===== src/rtl/hough_ll_pkg.sv =====
// ---------------------------------------------------------------------------
// hough_ll_pkg
// Shared definitions for the Hough linked-list scheduler:
//   - op encodings carried on req_op_i (search / append)
//   - scheduler FSM state type (2-bit)
//   - default rho / node word widths
// ---------------------------------------------------------------------------
package hough_ll_pkg;

    localparam logic OP_SEARCH = 1'b0;
    localparam logic OP_APPEND = 1'b1;

    localparam int DEF_RHO_W  = 10;
    localparam int DEF_NODE_W = 32;

    typedef enum logic [1:0] {
        ST_IDLE  = 2'd0,
        ST_ISSUE = 2'd1,
        ST_WAIT  = 2'd2,
        ST_RESP  = 2'd3
    } state_t;

endpackage


===== src/rtl/hough_rr_pick.sv =====
// ---------------------------------------------------------------------------
// hough_rr_pick
// Combinational round-robin picker: selects the first asserted valid bit at
// or after ptr, wrapping NREQ-1 -> 0.
// Ports:
//   valid  in  NREQ   request vector
//   ptr    in  IDX_W  highest-priority index (must be < NREQ)
//   grant  out NREQ   one-hot grant (all zero when nothing valid)
//   idx    out IDX_W  index of the granted requester
//   any    out 1      at least one valid bit set
// ---------------------------------------------------------------------------
module hough_rr_pick #(
    parameter int NREQ  = 4,
    parameter int IDX_W = 2
) (
    input  logic [NREQ-1:0]  valid,
    input  logic [IDX_W-1:0] ptr,
    output logic [NREQ-1:0]  grant,
    output logic [IDX_W-1:0] idx,
    output logic             any
);

    localparam logic [IDX_W:0]  NREQ_V = (IDX_W+1)'(NREQ);
    localparam logic [NREQ-1:0] ONE    = NREQ'(1);

    // cand[i] is the requester index checked at priority position i
    logic [IDX_W-1:0] cand [NREQ];

    generate
        for (genvar gi = 0; gi < NREQ; gi++) begin : g_cand
            localparam logic [IDX_W:0] OFF = (IDX_W+1)'(gi);
            logic [IDX_W:0] sum;
            assign sum       = {1'b0, ptr} + OFF;
            assign cand[gi]  = (sum >= NREQ_V) ? IDX_W'(sum - NREQ_V) : IDX_W'(sum);
        end
    endgenerate

    always_comb begin
        idx = '0;
        any = 1'b0;
        // Walk from lowest priority to highest so the closest-to-ptr hit wins.
        for (int i = NREQ - 1; i >= 0; i--) begin
            if (valid[cand[i]]) begin
                idx = cand[i];
                any = 1'b1;
            end
        end
        grant = any ? (ONE << idx) : '0;
    end

endmodule


===== src/rtl/hough_ll_sched.sv =====
// ---------------------------------------------------------------------------
// hough_ll_sched
// Shares one Hough linked-list engine among NREQ vote requesters. One op at a
// time: round-robin grant, 1-cycle append/search command, wait for ll_done_i
// (or timeout), then a 1-cycle response routed back to the granted requester.
// Ports:
//   clk, rst                      clock / asynchronous active-high reset
//   req_valid_i/op_i/rho_i        per-requester op request (held until ready)
//   req_ready_o                   one-hot accept pulse (ISSUE cycle)
//   rsp_valid_o                   one-hot response pulse (RESP cycle)
//   rsp_found_o/appended_o/node_o list results, valid with rsp_valid_o
//   rsp_timeout_o                 op aborted, other rsp fields are 0
//   ll_append_o/ll_search_o       1-cycle command to list
//   ll_rho_o                      rho to list, stable until done
//   ll_done_i/append_i/found_i/node_i  list completion and results
//   busy_o                        FSM not idle
//   err_o                         sticky timeout flag
// All outputs are registered.
// ---------------------------------------------------------------------------
module hough_ll_sched
    import hough_ll_pkg::*;
#(
    parameter int NREQ    = 4,
    parameter int RHO_W   = DEF_RHO_W,
    parameter int NODE_W  = DEF_NODE_W,
    parameter int TIMEOUT = 255
) (
    input  logic                  clk,
    input  logic                  rst,
    input  logic [NREQ-1:0]       req_valid_i,
    input  logic [NREQ-1:0]       req_op_i,
    input  logic [NREQ*RHO_W-1:0] req_rho_i,
    output logic [NREQ-1:0]       req_ready_o,
    output logic [NREQ-1:0]       rsp_valid_o,
    output logic                  rsp_found_o,
    output logic                  rsp_appended_o,
    output logic [NODE_W-1:0]     rsp_node_o,
    output logic                  rsp_timeout_o,
    output logic                  ll_append_o,
    output logic                  ll_search_o,
    output logic [RHO_W-1:0]      ll_rho_o,
    input  logic                  ll_done_i,
    input  logic                  ll_append_i,
    input  logic                  ll_found_i,
    input  logic [NODE_W-1:0]     ll_node_i,
    output logic                  busy_o,
    output logic                  err_o
);

    localparam int IDX_W = $clog2(NREQ);
    localparam int CNT_W = $clog2(TIMEOUT + 1);
    localparam logic [NREQ-1:0] ONE = NREQ'(1);

    state_t            state_reg, state_next;
    logic [IDX_W-1:0]  g_reg, g_next;
    logic              op_reg, op_next;
    logic [RHO_W-1:0]  rho_reg, rho_next;
    logic [CNT_W-1:0]  cnt_reg, cnt_next;
    logic [IDX_W-1:0]  ptr_reg, ptr_next;
    logic [NREQ-1:0]   ready_reg, ready_next;
    logic [NREQ-1:0]   rsp_valid_reg, rsp_valid_next;
    logic              found_reg, found_next;
    logic              appended_reg, appended_next;
    logic [NODE_W-1:0] node_reg, node_next;
    logic              timeout_reg, timeout_next;
    logic              append_cmd_reg, append_cmd_next;
    logic              search_cmd_reg, search_cmd_next;
    logic              busy_reg, busy_next;
    logic              err_reg, err_next;

    logic [NREQ-1:0]   pick_grant;
    logic [IDX_W-1:0]  pick_idx;
    logic              pick_any;

    hough_rr_pick #(
        .NREQ  (NREQ),
        .IDX_W (IDX_W)
    ) u_pick (
        .valid (req_valid_i),
        .ptr   (ptr_reg),
        .grant (pick_grant),
        .idx   (pick_idx),
        .any   (pick_any)
    );

    always_ff @(posedge clk or posedge rst) begin
        if (rst) begin
            state_reg      <= ST_IDLE;
            g_reg          <= '0;
            op_reg         <= 1'b0;
            rho_reg        <= '0;
            cnt_reg        <= '0;
            ptr_reg        <= '0;
            ready_reg      <= '0;
            rsp_valid_reg  <= '0;
            found_reg      <= 1'b0;
            appended_reg   <= 1'b0;
            node_reg       <= '0;
            timeout_reg    <= 1'b0;
            append_cmd_reg <= 1'b0;
            search_cmd_reg <= 1'b0;
            busy_reg       <= 1'b0;
            err_reg        <= 1'b0;
        end else begin
            state_reg      <= state_next;
            g_reg          <= g_next;
            op_reg         <= op_next;
            rho_reg        <= rho_next;
            cnt_reg        <= cnt_next;
            ptr_reg        <= ptr_next;
            ready_reg      <= ready_next;
            rsp_valid_reg  <= rsp_valid_next;
            found_reg      <= found_next;
            appended_reg   <= appended_next;
            node_reg       <= node_next;
            timeout_reg    <= timeout_next;
            append_cmd_reg <= append_cmd_next;
            search_cmd_reg <= search_cmd_next;
            busy_reg       <= busy_next;
            err_reg        <= err_next;
        end
    end

    // Outputs are computed one cycle early so every output comes straight
    // from a flop: the *_next values describe what the next state shows.
    always_comb begin
        state_next      = state_reg;
        g_next          = g_reg;
        op_next         = op_reg;
        rho_next        = rho_reg;
        cnt_next        = cnt_reg;
        ptr_next        = ptr_reg;
        ready_next      = '0;
        rsp_valid_next  = '0;
        found_next      = 1'b0;
        appended_next   = 1'b0;
        node_next       = '0;
        timeout_next    = 1'b0;
        append_cmd_next = 1'b0;
        search_cmd_next = 1'b0;
        err_next        = err_reg;

        unique case (state_reg)
            ST_IDLE: begin
                if (pick_any) begin
                    g_next          = pick_idx;
                    op_next         = req_op_i[pick_idx];
                    rho_next        = req_rho_i[pick_idx*RHO_W +: RHO_W];
                    ready_next      = pick_grant;
                    append_cmd_next = (req_op_i[pick_idx] == OP_APPEND);
                    search_cmd_next = (req_op_i[pick_idx] == OP_SEARCH);
                    state_next      = ST_ISSUE;
                end
            end
            ST_ISSUE: begin
                cnt_next   = '0;
                state_next = ST_WAIT;
            end
            ST_WAIT: begin
                // done is tested first so it wins over the terminal count
                if (ll_done_i) begin
                    rsp_valid_next = ONE << g_reg;
                    found_next     = ll_found_i;
                    appended_next  = ll_append_i;
                    node_next      = ll_node_i;
                    state_next     = ST_RESP;
                end else if (cnt_reg == CNT_W'(TIMEOUT - 1)) begin
                    rsp_valid_next = ONE << g_reg;
                    timeout_next   = 1'b1;
                    err_next       = 1'b1;
                    state_next     = ST_RESP;
                end else begin
                    cnt_next = cnt_reg + 1'b1;
                end
            end
            ST_RESP: begin
                ptr_next   = (g_reg == IDX_W'(NREQ - 1)) ? '0 : g_reg + 1'b1;
                state_next = ST_IDLE;
            end
            default: state_next = ST_IDLE;
        endcase

        busy_next = (state_next != ST_IDLE);
    end

    assign req_ready_o    = ready_reg;
    assign rsp_valid_o    = rsp_valid_reg;
    assign rsp_found_o    = found_reg;
    assign rsp_appended_o = appended_reg;
    assign rsp_node_o     = node_reg;
    assign rsp_timeout_o  = timeout_reg;
    assign ll_append_o    = append_cmd_reg;
    assign ll_search_o    = search_cmd_reg;
    assign ll_rho_o       = rho_reg;
    assign busy_o         = busy_reg;
    assign err_o          = err_reg;

    // op_reg is kept with the latched request for debug visibility
    logic unused_op;
    assign unused_op = op_reg;

endmodule


===== config.mk =====
export PLATFORM = sky130hd
export DESIGN_NAME = hough_ll_sched
export DESIGN_NICKNAME = d
export VERILOG_FILES = /design/src/rtl/hough_ll_pkg.sv /design/src/rtl/hough_rr_pick.sv /design/src/rtl/hough_ll_sched.sv
export SDC_FILE = /design/constraint.sdc
export NUM_CORES = 1
export LEC_CHECK = 0
export ABC_AREA = 1
export CORE_UTILIZATION = 43
export DETAILED_ROUTE_END_ITERATION = 6
export GPL_ROUTABILITY_DRIVEN = 0
export GPL_TIMING_DRIVEN = 0
export PLACE_DENSITY = 0.81
export SYNTH_ARGS = -nofsm -noshare
export SYNTH_HDL_FRONTEND = slang
export SYNTH_SLANG_ARGS = --single-unit

===== constraint.sdc =====
create_clock -name clk -period 6 [get_ports clk]
set_clock_uncertainty 0.05 [all_clocks]
set_input_delay 1.2 -clock clk [delete_from_list [all_inputs] [get_ports clk]]
set_output_delay 1.2 -clock clk [all_outputs]
set_load 0.02 [all_outputs]

After elaboration in Yosys (flattened, before gate mapping)
Cells that the tools add are included.
- bits in registers: 71
- bits in latches: 0
- memory bits (writable): 0
- ROM bits: 0
- output and inout port bits: 57
- word-level logic and storage cells: 100
- memories kept: 0
- add/subtract/negate cells: 9
- multiply operators: 1
- divide/modulo/power cells: 0
- order comparisons: 9
- equal/unequal tests: 7
- shifts and indexed selects: 3
- muxes and demuxes: 48
- bitwise gates (word level): 2
- reductions and logical operators: 6
- operators by type and width (kind ; number):
    $mux W32 ; 2
    $shiftx A40 B7 Y10 ; 1
    $mux W2 ; 12
    $mux W1 ; 20
    $mux W4 ; 5
    $mux W8 ; 2
    $pmux W8 S2 ; 1
    $lt A2 B3 Y1 const B ; 5
    $bmux W1 S2 ; 5
    $ge A3 B3 Y1 const B ; 3
    $add A8 B1 Y8 const B ; 1
    $eq A8 B8 Y1 const B ; 1
    $pmux W2 S4 ; 1
    $shl A1 B2 Y4 const A ; 2
    $sub A2 B1 Y2 const B ; 4
    $add A2 B2 Y3 const B ; 2
    $eq A2 B2 Y1 const B ; 3
    $reduce_and A3 Y1 ; 2
    $mul A2 B3 Y5 const B ; 1
    $ne A2 B2 Y1 const B ; 2
    $reduce_bool A2 Y1 ; 2
    $add A2 B1 Y3 const B ; 1
    $ge A2 B3 Y1 const B ; 1
    $add A2 B1 Y2 const B ; 1
    4 further kinds ; 5

Longest topological paths before layout
- word-level depth: 14
- depth in mapped cells: 16

Hierarchy
From an unflattened synthesis, not the netlist that was laid out.
- cells, all modules: 401
- area, all modules: 3392.0 um2
- modules (own cells, without submodules) (module ; instances ; cells each ; area an instance (um2)):
    hough_ll_sched ; 1 ; 344 ; 3140.5
    hough_rr_pick ; 1 ; 57 ; 251.5

Least setup slack after synthesis
Ideal clock, no wire load.
- kind: input -> register
- from: input req_valid_i[1]
- to: register rho_reg[3] (netlist: ll_rho_o[3])
- library setup time: 117 ps
- arrival time: 2266 ps
- data required time: 5833 ps
- slack: 3568 ps
- stages on the path: 16
- buffers on the path: 2
- path through: inv_1 -> nand2_2 -> nand3_1 -> nand2_1 -> nand3_1 -> nand2_1 -> nand2_2 -> nand2_1 -> buf_6 -> buf_6 -> nand2_1 -> nand2_1 -> nand2_1 -> nand2_1 -> nand2_1 -> nand2_1
- longest elaborated chain between the ends: 8
- elaborated cells between the ends (all ways): 19
- classes of those cells: mul: 1; shift: 1; mux: 16; reduce/logical: 1
- RTL lines (item ; RTL line ; RTL):
    start, declared ; hough_ll_sched.sv:30 ; input logic [NREQ-1:0] req_valid_i,
    $bmux W1 S2 ; hough_rr_pick.sv:43 ; if (valid[cand[i]]) begin
    $mux W1 (not written as such) ; hough_rr_pick.sv:43 ;
    $mux W2 (4 in series) ; hough_rr_pick.sv:43 ;
    $mul A2 B3 Y5 ; hough_ll_sched.sv:148 ; rho_next = req_rho_i[pick_idx*RHO_W +: RHO_W];
    $shiftx A40 B7 Y10 ; hough_ll_sched.sv:148 ;
    end signal, assigned ; hough_ll_sched.sv:108 ; rho_reg <= rho_next;
    end, declared ; hough_ll_sched.sv:57 ; logic [RHO_W-1:0] rho_reg, rho_next;
Several ways; a longest one is shown, not always the timed one. The select of a mux whose other input is x is not followed.
A chain may end at the register's enable or synchronous reset.

Worst setup path after layout
- from: input req_valid_i[0]
- to: register rho_reg[3] (netlist: ll_rho_o[3])
Same word-level chain as after synthesis.

==> summary.txt <==
Logic synthesis
  – Area share of the largest cell type after synthesis: between 50% and 60%
  – Post-synth top cells: 139 x nand2_1, 71 x dfrtp_1, 64 x inv_1, 50 x nor2_1, 35 x nand3_1
  – Synth Register Bits: 71
  – Syn nets: ~530
  – Most frequent cell after synthesis: nand2_1
  – Syn Inst Count: roughly 430
  – Mapped Avg Cell Area: ~7.9 µm²
  – Synth warn: 0
  – Synth area leader: dfrtp_1
  – Netlist cell types: 26
  – Post-synthesis sequential area ratio: a little over half
  – Area contributors post-synth: dfrtp_1 52%, nand2_1 15%, inv_1 7.1%
  – Primary FF master, synth: dfrtp_1
  – FFs w/ async S/R, synth: 100.0%
  – Mapped Area: between 3000 and 4000 µm²
  – EDFF count, synth: 0

Die
  – Die ar.: a little over 8000 µm²
  – Core box area: approximately 7700 µm²
  – Die height: a little over 90 µm
  – Initial Util: about 44%
  – Die width: between 90 and 100 µm
  – Row count: 32
  – I/O Pins: ~140

Detailed routing
  – Via density: about 4.5
  – Antenna violation net count after detailed routing: 0
  – Via Count: between 3k and 4k
  – Top Layer Used: met4
  – Met3 routed WL: a little under 700 µm
  – First-pass iteration count of the detailed router: 4
  – Drt wl/cell: approximately 12 µm
  – Detailed-route DRC error count: 0
  – DRT iter0 DRCs: between 100 and 150
  – M1 WL: roughly 3400 µm
  – Final WL: just over 8000 µm
  – Met2 wire length: approximately 4000 µm

Worst setup path
  – Setup CP Type: primary input to register
  – Critical Path Start: req_valid_i[0]
  – CP bufs+invs: 4
  – R2r startpoint: state_reg[0]$_DFF_PP0_
  – Crit path cell chain: clkdlybuf4s50_1 > inv_1 > nand2_1 > nand3_1 > nand2_1 > nand3_1 > nand3_1 > nand2_1 > buf_6 > buf_6 > nand2_1 > nand2_1 > nand2_1 > nand2_1 > nand2_1 > nand2_1
  – WP data arrival: between 2 and 3 ns
  – Slowest-stage cell, CP: clkdlybuf4s50_1
  – Worst-path fanout max: 10
  – CP Capture Type: register
  – Worst reg2reg endpoint: cnt_reg[3]$_DFFE_PP0P_
  – Nature of the critical path startpoint: primary input
  – Most Frequent Cell on Critical Path: nand2_1
  – R2R cell count: 9
  – Worst EP required: ~6.2 ns
  – Crit-path max cell delay: roughly 0.48 ns
  – Family with the most delay on the worst path: simple AND/OR/NAND/NOR gates
  – Flop-to-flop setup slack: between 4 and 5 ns

STA
  – Hold Fails Final Rpt: 0
  – Unrepaired setup endpoints after global routing: no
  – Tmin final: 2.746 ns
  – Slew Limit Headroom: between 40% and 50%
  – Setup tns final: 0 ns
  – Final setup fails: 0
  – Max-slew violation count: 0
  – Max Clk Rate: between 300 and 400 MHz
  – Slew @ Worst Pin: 0.8502 ns
  – Tcrit/Tclk final: a little under half
  – Worst Hold Slack: ~0.43 ns
  – Slack of the critical path: between 3 and 4 ns

Cells and area
  – Layout cells sized above 1: 6.474%
  – Post-layout util: between 60% and 70%
  – Total Nets Final: ~680
  – Area growth, synth to finish: 51.58%
  – Seq. cell area: between 1500 and 2000 µm²
  – Multi-input logic area: 1271 µm²
  – Max reg flops: 32
  – Diode count: 0
  – Fill cells: 650

Pwr
  – NetSw: ~1 mW
  – Leakage: ~2.7 nW
  – Peak VDD IR: 0.0003367 V
  – Internal power: 1.327 mW
  – P per Cell Area: roughly 460 nW/µm²
  – Switching Share: 43.43%
  – Share of power burned in registers: ~28%
  – Tot Pwr: roughly 2.3 mW
  – Gate power share: 54.8%
  – Clk pwr share: between 10% and 20%

Clock network
  – Clk slew on worst S/H paths: ~0.070 ns
  – Total CTS buffers: 9
  – CTS tree: done
  – Root Driver: clkbuf_8
  – # Post-CTS Setup Buffers: 0
  – Max H-tree Level: 3
  – Max clock buf depth: 2
  – Clock sink count: 71
  – Clk Latency, worst-skew pair: around 0.34 ns
  – Post-CTS sizing: 0
  – Hold buffers post-CTS: 0

Worst hold path
  – Worst Hold Class: register to register
  – Hold Path End: err_o$_DFFE_PP0P_
  – Cells on Worst Hold Path: 1
  – Hold Startpoint: err_o$_DFFE_PP0P_

GRT
  – Global-route wire length before repair: between 10000 and 15000 µm
  – Total Routing Usage GR: about a fifth
  – GR Overflow Total: 0
  – Initial antenna violation count: 0
  – Vias in the first global route: 2990
  – Largest net degree at the start of global routing: 72

Place
  – Post-Place Worst Slack: between 2 and 3 ns
  – Port buffer count: 141
  – Hpwl dp: roughly 6300 µm

Outcome
  – Status: finished clean

Flow run
  – Maximum capacitance violations: 0
==> power by group through the flow <==
stage | sequential, mW | combinational, mW | clock [mW]
final | 0.652 | 1.29 | 0.409
after floorplan | 0.757 | 0.765 | 0
after detailed placement | 0.659 | 1.28 | 0
after global placement | 0.655 | 1.25 | 0
after global routing | 0.664 | 1.44 | 0.439
after CTS | 0.653 | 1.28 | 0.419
==> metal layers <==
metal	vias up	track usage, %
met5	-	0
met3	18	7.576
met4	0	8.069
li1	1605	-
met2	116	34.66
met1	1392	25.38
==> kinds of logic (layout without fill, tap and decap cells) <==
| group | count (synthesis) | in the layout | synth area share [%] |
|---|---|---|---|
| AND/OR/NAND/NOR | 239 | 239 | 28.74 |
| buffers and inverters | 84 | 240 | 10.24 |
| flip-flops | 71 | 71 | 52.32 |
| AO/OA/AOI/OAI | 22 | 22 | 3.722 |
| adder cells (fa/ha/maj) | 10 | 10 | 3.685 |
| XOR/XNOR | 5 | 5 | 1.290 |
==> how the worst max path moves through the flow <==
| stage | end | slack (ns) | cells past startpoint |
|---|---|---|---|
| 2_1_floorplan | busy_o$_DFF_PP0_ | 2.95 | 1 |
| 5_1_grt | ll_search_o$_DFF_PP0_ | 3.05 | 14 |
| 4_1_cts | ll_rho_o[3]$_DFFE_PP0P_ | 3.28 | 16 |
| 3_3_place_gp | rsp_valid_o[3]$_DFF_PP0_ | 1.86 | 2 |
| 3_5_place_dp | ll_rho_o[3]$_DFFE_PP0P_ | 2.91 | 16 |
| 6_report | ll_rho_o[3]$_DFFE_PP0P_ | 3.25 | 16 |
==> placed cells by master, fill, tap and decap left out, types with 3 or more instances in the layout <==
master           synthesis  layout
buf_2                    8       8
clkbuf_8                 0       9
dfrtp_1                 71      71
inv_1                   64      63
buf_6                    3       3
nand2_1                139     139
nand2_2                  3       3
inv_2                    5       5
nand4_1                  3       3
nand3_1                 35      35
xor2_1                   4       4
nor2_1                  50      50
ha_1                    10      10
clkbuf_1                 4       4
o21ai_0                  6       6
clkdlybuf4s50_1          0     141
nor3_1                   4       4
o21ai_1                  6       6
a31oi_1                  3       3
==> layout make-up <==
class                      instances  share of cell area, %
clock inverter                     6                  1.677
inverter                          69                  5.080
buffer                            15                  1.726
tap                              102                  2.479
multi-input combinational        276                  24.70
sequential                        71                  34.52
timing repair buffer             141                  27.42
clock buffer                       9                  2.406
==> per-stage QoR <==
stage	instance area [µm²]	std cells
2_1_floorplan	3396	431
3_3_place_gp	4935	674
3_5_place_dp	4937	674
4_1_cts	5147	689
5_1_grt	5147	689
6_report	5147	689
No activity file was read; power rests on OpenSTA's default activity.
